File: src/rtl/reg_pkg.sv
// Shared encodings for the context-aware register file: FunSel operations,
// context command opcodes and the context engine state type.
package reg_pkg;

  localparam logic [2:0] FS_DEC  = 3'b000;
  localparam logic [2:0] FS_INC  = 3'b001;
  localparam logic [2:0] FS_LOAD = 3'b010;
  localparam logic [2:0] FS_CLR  = 3'b011;
  localparam logic [2:0] FS_SHL  = 3'b100;
  localparam logic [2:0] FS_SHR  = 3'b101;
  localparam logic [2:0] FS_LDLZ = 3'b110;
  localparam logic [2:0] FS_LDLS = 3'b111;

  localparam logic CMD_SAVE    = 1'b0;
  localparam logic CMD_RESTORE = 1'b1;

  typedef enum logic [1:0] {
    ST_IDLE = 2'd0,
    ST_COPY = 2'd1,
    ST_DONE = 2'd2
  } ctx_state_e;

endpackage

File: src/rtl/reg_cell.sv
// One WIDTH-bit register with the full FunSel operation set; a context copy
// load takes priority over the external enable.
module reg_cell
  import reg_pkg::*;
#(
  parameter int WIDTH = 32
) (
  input  logic             Clock,
  input  logic             Reset,
  input  logic             E,
  input  logic [2:0]       FunSel,
  input  logic [WIDTH-1:0] I,
  input  logic             copy_ld,
  input  logic [WIDTH-1:0] copy_d,
  output logic [WIDTH-1:0] Q
);

  localparam int HALF = WIDTH / 2;

  logic [WIDTH-1:0] q_d, q_q;

  always_comb begin
    q_d = q_q;
    if (copy_ld) begin
      q_d = copy_d;
    end else if (E) begin
      case (FunSel)
        FS_DEC:  q_d = q_q - WIDTH'(1);
        FS_INC:  q_d = q_q + WIDTH'(1);
        FS_LOAD: q_d = I;
        FS_CLR:  q_d = '0;
        FS_SHL:  q_d = {q_q[WIDTH-2:0], 1'b0};
        FS_SHR:  q_d = {1'b0, q_q[WIDTH-1:1]};
        FS_LDLZ: q_d = {{(WIDTH-HALF){1'b0}}, I[HALF-1:0]};
        FS_LDLS: q_d = {{(WIDTH-HALF){I[HALF-1]}}, I[HALF-1:0]};
        default: q_d = q_q;
      endcase
    end
  end

  always_ff @(posedge Clock or negedge Reset) begin
    if (!Reset) q_q <= '0;
    else        q_q <= q_d;
  end

  assign Q = q_q;

endmodule

File: src/rtl/reg_file_ctx.sv
// NUM_REG general + NUM_SCR scratch registers with two combinational read
// ports and a context engine that copies one register per cycle between banks.
//
// state   | meaning
// IDLE    | ready for a command; external writes allowed
// COPY    | copying register idx (SAVE: R->S, RESTORE: S->R)
// DONE    | Done pulse, returns to IDLE
module reg_file_ctx
  import reg_pkg::*;
#(
  parameter int WIDTH   = 32,
  parameter int NUM_REG = 4,
  parameter int NUM_SCR = 4,
  parameter int SELW    = $clog2(NUM_REG + NUM_SCR)
) (
  input  logic               Clock,
  input  logic               Reset,
  input  logic [WIDTH-1:0]   I,
  input  logic [NUM_REG-1:0] RegSel,
  input  logic [NUM_SCR-1:0] ScrSel,
  input  logic [2:0]         FunSel,
  input  logic [SELW-1:0]    OutASel,
  input  logic [SELW-1:0]    OutBSel,
  output logic [WIDTH-1:0]   OutA,
  output logic [WIDTH-1:0]   OutB,
  input  logic               CmdValid,
  input  logic               CmdOp,
  output logic               CmdReady,
  output logic               Busy,
  output logic               Done
);

  localparam int NUM_ALL = NUM_REG + NUM_SCR;
  localparam int N       = (NUM_REG < NUM_SCR) ? NUM_REG : NUM_SCR;
  localparam int IDXW    = (N > 1) ? $clog2(N) : 1;

  ctx_state_e       state_q, state_d;
  logic [IDXW-1:0]  idx_q, idx_d;
  logic             op_q, op_d;
  logic             copy_en;

  logic [WIDTH-1:0] r_q   [NUM_REG];
  logic [WIDTH-1:0] s_q   [NUM_SCR];
  logic [WIDTH-1:0] all_q [NUM_ALL];

  always_ff @(posedge Clock or negedge Reset) begin
    if (!Reset) begin
      state_q <= ST_IDLE;
      idx_q   <= '0;
      op_q    <= CMD_SAVE;
    end else begin
      state_q <= state_d;
      idx_q   <= idx_d;
      op_q    <= op_d;
    end
  end

  always_comb begin
    state_d = state_q;
    idx_d   = idx_q;
    op_d    = op_q;
    copy_en = 1'b0;
    case (state_q)
      ST_IDLE: begin
        if (CmdValid) begin
          state_d = ST_COPY;
          op_d    = CmdOp;
          idx_d   = '0;
        end
      end
      ST_COPY: begin
        copy_en = 1'b1;
        if (idx_q == IDXW'(N - 1)) state_d = ST_DONE;
        else                       idx_d   = idx_q + IDXW'(1);
      end
      ST_DONE: state_d = ST_IDLE;
      default: state_d = ST_IDLE;
    endcase
  end

  assign CmdReady = (state_q == ST_IDLE);
  assign Busy     = ~CmdReady;
  assign Done     = (state_q == ST_DONE);

  // External enables are gated by CmdReady so the banks are frozen while busy.
  for (genvar k = 0; k < NUM_REG; k++) begin : g_r
    logic             ld;
    logic [WIDTH-1:0] cd;
    if (k < N) begin : g_cp
      assign ld = copy_en & (op_q == CMD_RESTORE) & (idx_q == IDXW'(k));
      assign cd = s_q[k];
    end else begin : g_nc
      assign ld = 1'b0;
      assign cd = '0;
    end
    reg_cell #(.WIDTH(WIDTH)) u_cell (
      .Clock   (Clock),
      .Reset   (Reset),
      .E       (RegSel[k] & CmdReady),
      .FunSel  (FunSel),
      .I       (I),
      .copy_ld (ld),
      .copy_d  (cd),
      .Q       (r_q[k])
    );
    assign all_q[k] = r_q[k];
  end

  for (genvar k = 0; k < NUM_SCR; k++) begin : g_s
    logic             ld;
    logic [WIDTH-1:0] cd;
    if (k < N) begin : g_cp
      assign ld = copy_en & (op_q == CMD_SAVE) & (idx_q == IDXW'(k));
      assign cd = r_q[k];
    end else begin : g_nc
      assign ld = 1'b0;
      assign cd = '0;
    end
    reg_cell #(.WIDTH(WIDTH)) u_cell (
      .Clock   (Clock),
      .Reset   (Reset),
      .E       (ScrSel[k] & CmdReady),
      .FunSel  (FunSel),
      .I       (I),
      .copy_ld (ld),
      .copy_d  (cd),
      .Q       (s_q[k])
    );
    assign all_q[NUM_REG + k] = s_q[k];
  end

  // Unmatched selects fall through to zero.
  always_comb begin
    OutA = '0;
    OutB = '0;
    for (int i = 0; i < NUM_ALL; i++) begin
      if (OutASel == SELW'(i)) OutA = all_q[i];
      if (OutBSel == SELW'(i)) OutB = all_q[i];
    end
  end

endmodule

File: config.mk
export PLATFORM = sky130hd
export DESIGN_NAME = reg_file_ctx
export DESIGN_NICKNAME = d
export VERILOG_FILES = /design/src/rtl/reg_pkg.sv /design/src/rtl/reg_cell.sv /design/src/rtl/reg_file_ctx.sv
export SDC_FILE = /design/constraint.sdc
export NUM_CORES = 2
export LEC_CHECK = 0
export CAP_MARGIN = 25
export CELL_PAD_IN_SITES_DETAIL_PLACEMENT = 0
export CELL_PAD_IN_SITES_GLOBAL_PLACEMENT = 1
export CORE_MARGIN = 4
export CORE_UTILIZATION = 40
export CTS_CLUSTER_DIAMETER = 60
export DETAILED_ROUTE_END_ITERATION = 16
export GPL_TIMING_DRIVEN = 1
export PLACE_DENSITY = 0.83
export SLEW_MARGIN = 10
export SYNTH_ARGS = -nofsm -noshare
export SYNTH_HDL_FRONTEND = slang
export SYNTH_SLANG_ARGS = --single-unit
File: constraint.sdc
create_clock -name Clock -period 5.9 [get_ports Clock]
set_clock_uncertainty 0.05 [all_clocks]
set_input_delay 0.59 -clock Clock [delete_from_list [all_inputs] [get_ports Clock]]
set_output_delay 0.59 -clock Clock [all_outputs]
set_load 0.005 [all_outputs]
# Yosys cells after proc, flatten, opt, wreduce, memory -nomap -nowiden
# Index checks and enable logic that the tools add are counted.
# totals
out_inout_bits	67
word_cells	141
input_bits	53
reg_bits	261
# classes
eq_ne	29
mux	47
n_reduce_logical	17
bitwise_logic	20
addsub	17
# ops
operator	count
32-bit one-hot mux with 8 select lines	8
32-bit two-way mux	32
32-bit by 1-bit adder with 32-bit output (second input constant)	8
32-bit by 1-bit subtractor with 32-bit output (second input constant)	8
3-bit == test (second input constant)	12
1-bit AND	18
3-bit by 2-bit == test with 1-bit output (second input constant)	6
2-bit nonzero test	9
3-bit by 1-bit == test with 1-bit output (second input constant)	3
3-bit logical NOT	3
2-bit two-way mux	4
2-bit one-hot mux with 2 select lines	2
2-bit == test (second input constant)	3
2-bit inequality test (second input constant)	3
2-bit by 1-bit == test with 1-bit output (second input constant)	2
2-bit logical NOT	2
2-bit AND reduction	2
3-bit AND reduction	1
2-bit by 1-bit adder with 2-bit output (second input constant)	1
1-bit inverter	2
1-bit two-way mux	1

# Depth between registers and ports, before layout
# depth
ltp_word	9
ltp_mapped	18
mapped_depth_nobuf	14

# Cells and area by module
# A second synthesis with hierarchy kept.
# hier_totals
cells_unflattened	4828
area_unflattened_um2	37400.9
# by_module_without_submodules
mod	area_each_um2	seq_area_each_um2	instances	cells_each
reg_cell (g_r[3].u_cell ...)	4078.9	800.8	3	528
reg_file_ctx	4544.4	125.1	1	531
reg_cell (g_r[1].u_cell)	4290.4	800.8	1	572
reg_cell (g_r[2].u_cell)	4224.1	800.8	1	556
reg_cell (g_s[3].u_cell)	4139.0	800.8	1	535
reg_cell (g_r[0].u_cell)	4036.4	800.8	1	527
reg_cell (g_s[2].u_cell)	3930.0	800.8	1	523

# Worst setup path before layout
# OpenSTA, ideal clock, no wires.
# synth_timing
kind	input to register
startpoint	input FunSel[0]
endpoint	register g_s[3].u_cell.q_q[20]
path_buffers	3
setup_time_ns	0.136
arrival_ns	8.525
slack_ns	-2.811
stages	16
required_ns	5.714
path_cell_list	clkbuf_1 > nor2b_1 > clkbuf_1 > nor2b_1 > buf_2 > inv_1 > ha_1 > and3_1 > a221o_1 > a21o_1 > a41o_1 > a31o_1 > a21bo_2 > xor2_1 > a2111oi_2 > a21oi_1
# synth_between
elab_chain_cells	4
word_cells_on_any_way	11
classes_between	eq/ne (7); mux (3); reduce/logical (1)
# synth_lines
element	line_no	text
from (decl)	reg_file_ctx.sv:21	input logic [2:0] FunSel,
3-bit == test (tied with other cells)	reg_cell.sv:27	case (FunSel)
32-bit one-hot mux with 8 select lines *	reg_cell.sv:27	
32-bit two-way mux *	reg_cell.sv:26	end else if (E) begin
32-bit two-way mux *	reg_cell.sv:24	if (copy_ld) begin
to (signal assigned)	reg_cell.sv:43	else q_q <= q_d;
to (decl)	reg_cell.sv:20	logic [WIDTH-1:0] q_d, q_q;
# Every way passes the cells marked *; elsewhere a longest branch is shown, timed or not. The select of a mux whose other input is x is not followed.
# A chain may end at the register's enable or synchronous reset.

# Worst setup path in the final report
# layout_timing
startpoint	input OutBSel[2]
endpoint	output OutB[19]
# layout_between
elab_chain_cells	9
word_cells_on_any_way	16
classes_between	eq/ne (7); mux (8); reduce/logical (1)
# layout_lines
element	line_no	text
from (decl)	reg_file_ctx.sv:23	input logic [SELW-1:0] OutBSel,
3-bit logical NOT	reg_file_ctx.sv:138	if (OutBSel == SELW'(i)) OutB = all_q[i];
32-bit two-way mux (7 in series)	reg_file_ctx.sv:138	
32-bit two-way mux *	reg_file_ctx.sv:138	
to (decl)	reg_file_ctx.sv:25	output logic [WIDTH-1:0] OutB,
# Every way passes the cells marked *; elsewhere a longest branch is shown, timed or not.

==> key figures <==
Status
  • Status: finished clean

STA
  • Final setup vio count: 0
  • Worst-Margin Slew: 1.16 ns
  • Fmax: 229 MHz
  • Slew HR: 22.2%
  • WHS: roughly 0.54 ns
  • Final hold violation count: 0
  • Min Tclk post-route: between 4 and 5 ns
  • Final Slew Violations: 0
  • Final period utilization: 74.1%
  • RSZ-0062 raised after global routing: no
  • Sum of negative setup slack: 0 ns

Clocking
  • CTS tree: built
  • Postcts setup bufs: 0
  • Reg clk slew, reported paths: 0.05 ns
  • TritonCTS Buffers: 40
  • Total clock sinks: 261
  • Worst skew pair latency: 0.59 ns
  • Clock buffer depth: 3
  • H-tree depth: 2
  • Clock Tree Root: clkbuf_16

Die
  • Initial core utilization: between 40 and 50%
  • Die height: 301 um
  • Horiz. Die Dim: 301 um
  • # IOs: 120
  • Die area: 0.0904 mm2
  • Num rows: 107
  • Core region area: 0.0850 mm2

Layout
  • Final nets: 4,906
  • Non-Filler Instances: about 5,800
  • Area growth syn-to-layout: 11.5%
  • Ant. Diodes: 0
  • Multi-input gate area: 0.0267 mm2
  • Register area: 0.00653 mm2
  • Layout cells sized above 1: 7.96%
  • Fill cell count: 8,583

Yosys
  • Yosys cell types: 90
  • Synth Register Bits: 261
  • Mapped Area: 0.0343 mm2
  • EDFF count, synth: 0
  • Syn_nets: 4,987
  • YS warnings: 0
  • Synth Instances: around 4,700
  • Post-synthesis sequential area ratio: 19.1%
  • Synth Area per Inst: 7.35 um2
  • Main synth FF type: dfrtp_1
  • Async SR Flop Fraction: 100%

Routing
  • Routed Wire Length: 145,000 um
  • # DRC: 0
  • Vias per inst: 6.62
  • Initial DRT Pass Iterations: 6
  • DRT antenna net count: 0
  • First DRT Iteration DRCs: around 4,300
  • Avg WL per Cell: between 20 and 30 um
  • Via count: 38,100

Worst setup path
  • CP Launch Type: input pin
  • Crit path required time: 5.26 ns
  • Critical Path Fanout Max: 23
  • WP data arrival: about 3.7 ns
  • CP Capture Type: output pin
  • Worst setup path class: in2out

Global route
  • Initial antenna violation count: 6
  • Global route overflow: 0
  • First-pass GRT wire length: 219,000 um
  • Largest net degree at the start of global routing: about 130
  • GRT Overall Usage: 30.7%
  • Vias in the first global route: 35,800

Placement
  • Placed Cells: around 5,700
  • DP HPWL: 105,000 um
  • IO Port Bufs: 119
  • RePlAce Congestion: between 0.9 and 1

Run
  • Max cap viols: 0

Min path
  • Worst Hold Class: in2async

Power
  • Worst VDD drop: 0.241 mV
  • Leakage: about 16 nW
  • P per Cell Area: between 600 and 700 mW/mm2
==> flip-flops by register name (all words and copies together) (netlist names) <==
register      count
g_s.u_cell.Q    128
state_q           2
g_r.u_cell.Q    128
op_q              1
idx_q             2
==> per-stage QoR <==
stage	setup WS, ns	cell area [um2]	util [%]	power, mW
2_1_floorplan	-1.50	34800	-	15.4
3_3_place_gp	1.12	36800	43.3	19.9
3_5_place_dp	1.07	36900	43.4	20.0
4_1_cts	1.65	38200	44.9	22.5
5_1_grt	1.36	38200	44.9	24.5
6_report	1.53	38200	44.9	22.9
==> placed cells by master, fill, tap and decap left out, types with 30 or more instances in the layout <==
master and instances:
buf_4 87, a2111oi_0 48, a21o_1 160, clkdlybuf4s50_1 109, nor3_1 114, nand4_1 35, nor2b_1 36, a211oi_1 59
o221ai_1 61, and3_1 36, o21ai_1 145, nor2_1 393, dfrtp_1 261, and2_1 30, inv_1 78, a22o_1 69
a21oi_1 493, nand3_1 79, clkbuf_16 41, o211ai_1 87, o21ai_0 391, nand2b_1 46, a31oi_1 50, mux2i_1 190
o21a_1 36, xnor2_1 117, a21oi_2 42, nand2_1 493, ha_1 268, a221oi_1 35, xor2_1 88
==> cell families (layout without fill, tap and decap cells) <==
kind of cell | count (synthesis) | after routing | synth area share, %
flip-flops | 261 | 261 | 19.1
multiplexers | 240 | 240 | 7.89
adder cells (fa/ha/maj) | 276 | 276 | 10.3
XOR/XNOR | 205 | 205 | 5.24
buffers and inverters | 415 | 365 | 4.63
AO/OA/AOI/OAI | 1916 | 1916 | 35.4
AND/OR/NAND/NOR | 1345 | 1345 | 17.5
==> path summary, 6_finish.rpt <==
kind,slack [ns],endpoint,cells past startpoint,from
setup reg to reg,2.41,g_s[2].u_cell.Q[26],12,g_s[2].u_cell.Q[1]
setup / recovery,1.53,OutB[19],8,OutBSel[2]
hold / removal,0.54,g_s[0].u_cell.Q[4],2,Reset
min in group Clock,0.55,state_q[0],1,state_q[1]
max in group asynchronous,3.81,g_s[1].u_cell.Q[18],3,Reset
hold reg to reg,0.55,state_q[0],1,state_q[1]
==> worst max-delay path, stage by stage <==
cell	delay, ns
buf_2	0.32
buf_4	0.35
nor2b_2	0.92
a21oi_1	0.30
o221ai_1	0.33
o21ai_0	0.18
nand2_1	0.17
clkdlybuf4s50_1	0.53
==> cell usage after synthesis, types with 52 or more instances <==
cell       instances  area [um2]
xor2_1            88         771
o221ai_1          62         543
a21o_1           160        1200
mux2i_1          190        1900
dfrtp_1          261        6530
nor2_1           398        1490
nand3_1           80         400
a2111oi_0         52         455
o211ai_1          87         653
clkbuf_1         294        1100
inv_1             79         297
a211oi_1          71         533
ha_1             268        3350
nor3_1           117         586
xnor2_1          117        1020
a22o_1            69         604
o21ai_0          534        2670
a21oi_1          528        2640
nand2_1          494        1850
==> layout make-up <==
cell class	count	share of cell area (%)
clock inverters	13	0.360
clock buffers	60	3.00
flip-flops and latches	261	17.1
multi-input cells	3982	69.8
repair buffers	213	5.18
inverters	79	0.786
well taps	1144	3.75
==> report_power, final <==
part | internal [mW] | switching, mW | total (mW)
clock network | 1.44 | 0.982 | 2.42
logic | 6.57 | 8.60 | 15.2
registers | 2.69 | 2.63 | 5.33
total | 10.7 | 12.2 | 22.9
==> what timing repair did <==
item / 4_1_cts / 5_1_grt
endpoints found under the hold margin: 6 / 0
gates resized for setup: 0 / 0
hold buffers: 1 / 0
==> layer usage <==
layer / GRT usage, % / vias up / wire (um)
li1: - / 17300 / -
met5: 0 / - / 23
met2: 48.9 / 2115 / 64700
met4: 11.4 / 4 / 5720
met1: 42.0 / 18300 / 60400
met3: 4.90 / 325 / 14100
Power figures use the tool's default switching activity.
